===== config.mk =====
export PLATFORM = sky130hd
export DESIGN_NAME = up_down_key_cond
export DESIGN_NICKNAME = d
export VERILOG_FILES = /design/src/rtl/up_down_key_cond.sv
export SDC_FILE = /design/constraint.sdc
export NUM_CORES = 1
export LEC_CHECK = 0
export CAP_MARGIN = 10
export CORE_ASPECT_RATIO = 1.75
export CORE_MARGIN = 2
export CORE_UTILIZATION = 35
export CTS_CLUSTER_DIAMETER = 120
export DETAILED_ROUTE_END_ITERATION = 6
export PLACE_DENSITY = 0.59
export SETUP_SLACK_MARGIN = 0.4
export SLEW_MARGIN = 15
export SYNTH_ARGS = -nofsm -noshare
export SYNTH_HDL_FRONTEND = slang
export SYNTH_SLANG_ARGS = --single-unit

===== constraint.sdc =====
create_clock -name Clk -period 2.3 [get_ports Clk]
set_clock_uncertainty 0.05 [all_clocks]
set_input_delay 0.46 -clock Clk [delete_from_list [all_inputs] [get_ports Clk]]
set_output_delay 0.46 -clock Clk [all_outputs]
set_load 0.005 [all_outputs]

===== src/rtl/up_down_key_cond.sv =====
// Key conditioner for the Up/Down game: sync, debounce and falling-edge strobe per button.
// Optional digit-key auto-repeat is enabled by defining KEY_AUTOREPEAT_EN.
module up_down_key_cond #(
  parameter int DEB_CYCLES    = 1000000,
  parameter int REPEAT_DELAY  = 25000000,
  parameter int REPEAT_PERIOD = 10000000
) (
  input  logic Clk,
  input  logic Rst,
  input  logic i_Num0,
  input  logic i_Num1,
  input  logic i_Start,
  output logic o_fNum0,
  output logic o_fNum1,
  output logic o_fStart
);

  localparam int CW = $clog2(DEB_CYCLES + 1);

  if (DEB_CYCLES < 1 || REPEAT_DELAY < 1 || REPEAT_PERIOD < 1) begin : g_badParam
    $error("up_down_key_cond: DEB_CYCLES, REPEAT_DELAY and REPEAT_PERIOD must be at least 1");
  end

  logic [2:0] w_raw;
  logic [2:0] w_out;

  assign w_raw    = {i_Start, i_Num1, i_Num0};
  assign o_fNum0  = w_out[0];
  assign o_fNum1  = w_out[1];
  assign o_fStart = w_out[2];

  for (genvar g = 0; g < 3; g++) begin : g_chan
    logic          r_sync1;
    logic          r_sync2;
    logic          r_s;
    logic          r_out;
    logic [CW-1:0] r_cnt;
    logic          w_hit;
    logic          w_fall;
    logic          w_rep;

    // The level is accepted on the cycle the differing count would reach DEB_CYCLES.
    assign w_hit  = (r_sync2 != r_s) && (r_cnt == CW'(DEB_CYCLES - 1));
    assign w_fall = w_hit & r_s;
    assign w_out[g] = r_out;

    always_ff @(posedge Clk or posedge Rst) begin
      if (Rst) begin
        r_sync1 <= 1'b1;
        r_sync2 <= 1'b1;
        r_s     <= 1'b1;
        r_cnt   <= '0;
        r_out   <= 1'b1;
      end else begin
        r_sync1 <= w_raw[g];
        r_sync2 <= r_sync1;
        if (r_sync2 == r_s) begin
          r_cnt <= '0;
        end else if (w_hit) begin
          r_s   <= r_sync2;
          r_cnt <= '0;
        end else begin
          r_cnt <= r_cnt + 1'b1;
        end
        r_out <= ~(w_fall | w_rep);
      end
    end

`ifdef KEY_AUTOREPEAT_EN
    if (g < 2) begin : g_repeat
      localparam int RMAX = (REPEAT_DELAY > REPEAT_PERIOD) ? REPEAT_DELAY : REPEAT_PERIOD;
      localparam int HW   = $clog2(RMAX + 1);

      logic [HW-1:0] r_hold;
      logic          r_rep;
      logic          w_rise;

      // No repeat strobe on the edge where the release itself is accepted.
      assign w_rise = w_hit & ~r_s;
      assign w_rep  = ~r_s & ~w_rise &
                      (r_hold == (r_rep ? HW'(REPEAT_PERIOD - 1) : HW'(REPEAT_DELAY - 1)));

      always_ff @(posedge Clk or posedge Rst) begin
        if (Rst) begin
          r_hold <= '0;
          r_rep  <= 1'b0;
        end else if (r_s) begin
          r_hold <= '0;
          r_rep  <= 1'b0;
        end else if (w_rep) begin
          r_hold <= '0;
          r_rep  <= 1'b1;
        end else begin
          r_hold <= r_hold + 1'b1;
        end
      end
    end else begin : g_noRepeat
      assign w_rep = 1'b0;
    end
`else
    assign w_rep = 1'b0;
`endif
  end

endmodule

==> results.yml, run 1 <==
critical_path:
  critPathKind: "register to output pin"
  worstPathArrival_ns: 1.34
  critPathTopFamily: "flip-flops"
  max_stage_delay_ns: 0.51
  start_kind: "register"
  path_buf_inv: 1
  cp_max_fo: 1
  endpoint_kind: "output pin"
  critPathSlowestCell: "dfstp_2"
  crit_required_ns: 1.79
  crit_chain: "clkdlybuf4s50_1"
timing:
  setup_viol: 0
  rsz0062_at_grt: "yes"
  fin_hold_ws_ns: 0.305
  finalHoldViolCount: 0
  slew_headroom_pct: 67.0
  tightest_slew_ns: 0.494
  fin_crit_sh_pct: 80.3
  fin_crit_ns: 1.85
  slew_violations: 0
  fmax_mhz: 541
  fin_setup_tns_ns: 0
synth:
  postSynthCellCount: 343
  synth_most_common_cell: "dfrtp_1"
  synth_area_leaders: "dfrtp_1 (43%), dfstp_2 (9.1%), xnor2_1 (5.8%)"
  yosys.area.top_type_share_pct: 43.2
  synth_seq_cells: 72
  synth_area_leader_cell: "dfrtp_1"
  synth-async-reset-ratio_pct: 100
  avgSynthCellArea_sq_um: 10.1
  synth_area_sq_um: 3470
  synth-edff-count: 0
  synth-main-ff-cell: "dfrtp_1"
  ys_types: 38
  synth_seq_area_share_pct: 52.3
  ys_top_cells_by_count: "dfrtp_1 (60), nor2_1 (47), nand3_1 (25)"
  synth_nets: 351
  ys_warn_count: 0
pwr:
  comb_power_share_pct: 3.0
  leakage_nw: 1.60
  power.internal_mw: 2.67
  p_switching_uw: 587
  ir_drop_mv: 0.588
  pwr-share-clk_pct: 56.7
  p_per_area_nw_per_um2: 772
  seq_power_share_pct: 40.3
  p_sw_share_pct: 18.0
route:
  wire_per_inst_um: 13.8
  firstDrtPassIters: 4
  drt_iter0_drc: 138
  dr_wl_met2_um: 3540
  dr_total_vias: 2553
  routed_wl_um: 6720
  drtAntennaViolNets: 0
  met1Wirelength_um: 2780
  wl_met3_um: 169
  viasPerCell: 5.24
  route.detailed.drc: 0
  highest_layer: "met4"
placement:
  gp_congestion: 0.865
  hpwl_um: 4660
  portBuffers: 7
global_routing:
  grt_overflow: 0
  grt_max_degree: 31
  grtUsageTotal_pct: 14.1
  first_global_vias: 2524
  grt_pass1_wl_um: 11700
  antenna_found_initial: 0
cts:
  cts_sinks: 72
  clkLatencyLatePin_ns: 0.34
  cts_htree_levels: 3
  cts_made_buffers: 9
  max-clock-path-buffers: 2
  cts_root_buf: "clkbuf_16"
  tritoncts: "done"
  clkTransAtPathRegs_ns: 0.06
layout:
  fillCellCount: 927
  diodes: 0
  area.growth.synth_to_final_pct: 21.2
  multi_input_area_sq_um: 1630
  fin_nets: 365
  drive_above_1_share_pct: 16.6
  seq_area_sq_um: 1820
die:
  rows: 48
  io_pins: 8
  die_y_um: 136
  die_area_sq_um: 10800
  die_w_um: 79.3
  start_util_pct: 35.5
  coreArea_sq_um: 9790
worst_hold_path:
  hp-class: "register to register"
status:
  status: "completed"
run:
  cap_violations: 0
## logic make-up (layout without fill, tap and decap cells)
family                   count (synthesis)  after routing  synth area share [%]
buffers and inverters                   22             41                  2.48
flip-flops                              72             72                  52.3
adder cells (fa/ha/maj)                  3              3                  1.08
AND/OR/NAND/NOR                        169            169                  26.5
AO/OA/AOI/OAI                           31             31                  5.76
XOR/XNOR                                42             42                  10.6
multiplexers                             4              4                  1.26
## flip-flops by register name, summed over array words and instances (netlist names)
register / cells
g_chan.r_sync1: 3
o_fNum1: 1
g_chan.r_sync2: 3
g_chan.r_s: 3
o_fStart: 1
g_chan.r_cnt: 60
o_fNum0: 1
## per-stage QoR
step	power, mW	std cells	setup slack (ns)	area, sq um	utilization [%]
after floorplan	1.39	343	0.424	3480	-
after global placement	1.42	469	0.412	3740	38.2
after detailed placement	1.43	469	0.362	3740	38.2
after CTS	3.30	485	0.386	4150	42.4
after global routing	3.37	487	0.358	4210	43.0
final	3.25	487	0.452	4210	43.0
## power groups by stage
| stage | Clock [mW] | Combinational (mW) | Sequential, mW |
|---|---|---|---|
| floorplan | 0 | 0.0630 | 1.32 |
| global placement | 0 | 0.0938 | 1.33 |
| detailed placement | 0 | 0.0952 | 1.33 |
| CTS | 1.90 | 0.0961 | 1.31 |
| global route | 1.94 | 0.113 | 1.31 |
| finish | 1.85 | 0.0968 | 1.31 |
## path summary, 6_finish.rpt
check / start / end / slack, ns / cells past startpoint
min in group asynchronous: Rst / g_chan[0].r_cnt[19] / 0.46 / 2
setup / recovery: o_fNum0 / o_fNum0 / 0.45 / 1
hold reg to reg: g_chan[1].r_sync1 / g_chan[1].r_sync2 / 0.31 / 0
setup reg to reg: g_chan[0].r_cnt[17] / g_chan[0].r_cnt[18] / 0.46 / 5
hold / removal: g_chan[1].r_sync1 / g_chan[1].r_sync2 / 0.31 / 0
max in group asynchronous: Rst / g_chan[2].r_sync2 / 1.20 / 3
## final cells by class
class | instances | area share [%]
Tap cell | 125 | 3.71
Timing Repair Buffer | 15 | 3.86
Sequential cell | 72 | 43.3
Clock inverter | 5 | 3.57
Clock buffer | 11 | 6.00
Multi-Input combinational cell | 249 | 38.6
Inverter | 10 | 0.980
## cell usage in the layout (no fill, tap or decap), types with 4 or more instances in the layout
cell,netlist,routed
bufinv_16,0,5
dfrtp_1,60,56
o31ai_1,9,7
nor4_1,9,9
or3_1,7,6
xnor2_1,23,23
nor3_1,11,9
and3_1,7,6
or4_1,6,6
nand3b_1,4,4
a21oi_1,15,15
dfstp_2,12,12
nor2_1,47,47
nand2_1,16,16
nand3_1,25,24
o21ai_0,4,4
clkbuf_16,0,9
and4_1,4,4
buf_4,0,4
nand4_1,17,17
xor2_1,19,19
clkdlybuf4s50_1,0,7
dfrtp_2,0,4
inv_1,10,9
## repair_timing
item,CTS,global route
pin swaps,0,2
resized for setup,3,12
gates cloned,0,0
setup endpoints to repair,4,37
hold buffers,0,0
setup buffers,0,2
## layer usage
layer  vias to the layer above  track usage (%)
met5                         -                0
met4                         0             8.33
met3                        17             3.20
met2                        36             24.1
met1                      1243             15.7
li1                       1257                -
Power figures use the tool's default switching activity.
==> run 2: changes to the inputs <==
==> constraint.sdc (replaced) <==
create_clock -name Clk -period 1.6 [get_ports Clk]
set_clock_uncertainty 0.05 [all_clocks]
set_input_delay 0.32 -clock Clk [delete_from_list [all_inputs] [get_ports Clk]]
set_output_delay 0.32 -clock Clk [all_outputs]
set_load 0.005 [all_outputs]
==> results.yml, run 2 (same netlist as run 1, synthesis figures left out) <==
status:
  status: "finished, violations left"
  violations: "setup timing"
layout:
  area.growth.synth_to_final_pct: 57.0
  diodes: 0
  design_area_sq_um: 5460
  largest_register_ffs: 60
  regMostFlops: "g_chan.r_cnt"
  fin_util_pct: 55.7
  final_common_cell: "buf_4"
  fillCellCount: 793
  multi_input_area_sq_um: 2000
  layoutNonFillerInstCount: 599
  drive_above_1_share_pct: 50.2
  mostFrequentLayoutCells: "buf_4 (100), dfrtp_1 (55), nor2_2 (25), xnor2_1 (22), nand3_1 (19)"
  fin_nets: 477
  seq_area_sq_um: 1820
timing:
  tightest_slew_ns: 0.376
  slew_headroom_pct: 74.6
  slew_violations: 0
  finalHoldViolCount: 0
  setup_viol: 63
  fin_ws_ns: -0.209
  fin_setup_tns_ns: -8.01
  fmax_mhz: 553
  rsz0062_at_grt: "yes"
  fin_hold_ws_ns: 0.216
  fin_crit_sh_pct: 113
  fin_crit_ns: 1.81
global_routing:
  grtUsageMet3_pct: 4.40
  antenna_found_initial: 0
  grt_overflow: 0
  grtUsageTotal_pct: 18.3
  grt_pass1_wl_um: 15300
  use_met2_pct: 34.6
  grt_max_degree: 31
  first_global_vias: 3356
  top_usage_layer: "met2"
  met1_usage_pct: 17.6
placement:
  dp_worst_setup_slack_ns: -0.187
  gp_congestion: 0.838
  portBuffers: 7
  place_area_sq_um: 4380
  place_inst: 538
  hpwl_um: 5820
die:
  die_area_sq_um: 10800
  coreArea_sq_um: 9790
  start_util_pct: 35.5
  die_w_um: 79.3
  rows: 48
  io_pins: 8
  die_y_um: 136
route:
  viasPerCell: 5.22
  drt_iter0_drc: 146
  firstDrtPassIters: 4
  drtAntennaViolNets: 0
  wire_per_inst_um: 15.9
  routed_wl_um: 9520
  dr_total_vias: 3128
  route.detailed.drc: 0
critical_path:
  r2r_end: "g_chan[2].r_cnt[18]"
  cp_max_fo: 5
  worst-r2r-cell-count: 7
  reg2reg_from: "g_chan[2].r_cnt[10]"
  start_kind: "register"
  worstPathArrival_ns: 1.97
  rrSetupSlack_ns: -0.21
  worstSetupStartpoint: "g_chan[2].r_cnt[10]"
  endpoint_kind: "register"
  crit_end: "g_chan[2].r_cnt[18]"
  critPathKind: "register to register"
  crit_required_ns: 1.76
cts:
  cts_htree_levels: 3
  clkTransAtPathRegs_ns: 0.06
  cts_sinks: 72
  clkLatencyLatePin_ns: 0.33
  cts_root_buf: "clkbuf_16"
  ctsHoldBuffers: 0
  tritoncts: "done"
  cts_made_buffers: 9
  max-clock-path-buffers: 2
worst_hold_path:
  hp-class: "input pin to asynchronous set/reset pin"
pwr:
  p_per_area_nw_per_um2: 804
  leakage_nw: 2.26
  total_power_mw: 4.39
  ir_drop_mv: 0.562
run:
  cap_violations: 0
-- run 2: cell types whose count changed in the layout (fill, tap and decap cells not counted), sizes merged --
cell	change
clkbuf	+5
buf	+113
bufinv	-3
clkdlybuf4s50	-3
-- run 2: worst max-delay path, cell delays in order, from the launching register on --
cell,delay (ns)
dfrtp_1,0.41
nor4b_2,0.29
nand4b_1,0.20
buf_4,0.19
o31ai_4,0.20
buf_4,0.17
buf_6,0.13
a21oi_2,0.04
-- run 2: final cells by class --
| cell class | instances | share of cell area, % |
|---|---|---|
| clock buffer | 14 | 5.02 |
| clock inverter | 2 | 1.10 |
| inverter | 10 | 0.757 |
| multi-input combinational | 249 | 36.7 |
| sequential | 72 | 33.4 |
| tap | 125 | 2.87 |
| timing repair buffer | 127 | 20.1 |
-- run 2: worst min path at each step --
stage,from,end,slack (ns)
after detailed placement,g_chan[1].r_sync1,g_chan[1].r_sync2,0.30
after global placement,g_chan[2].r_sync1,g_chan[2].r_sync2,0.30
after CTS,Rst,g_chan[1].r_cnt[18],0.21
after floorplan,i_Num0,g_chan[0].r_sync1,0.27
after global routing,Rst,g_chan[1].r_cnt[16],0.23
final,Rst,g_chan[1].r_cnt[18],0.22
-- run 2: what timing repair did --
action | CTS | global route
setup endpoints to repair | 69 | 69
pin swaps | 19 | 15
gates resized for setup | 63 | 49
cloned | 4 | 3
setup buffers | 21 | 17
-- run 2: routing by layer --
metal / part of all wire (%) / vias to the layer above
met5: 0 / -
met3: 2.3 / 29
met4: 4.4 / 0
met2: 57 / 53
met1: 36 / 1566
li1: - / 1480
-- run 2: where the power goes --
part,leakage (nW),switching (mW),internal (mW)
registers,0.948,0.0269,1.86
logic,1.15,0.138,0.138
clock network,0.163,0.735,1.49
total,2.26,0.900,3.49
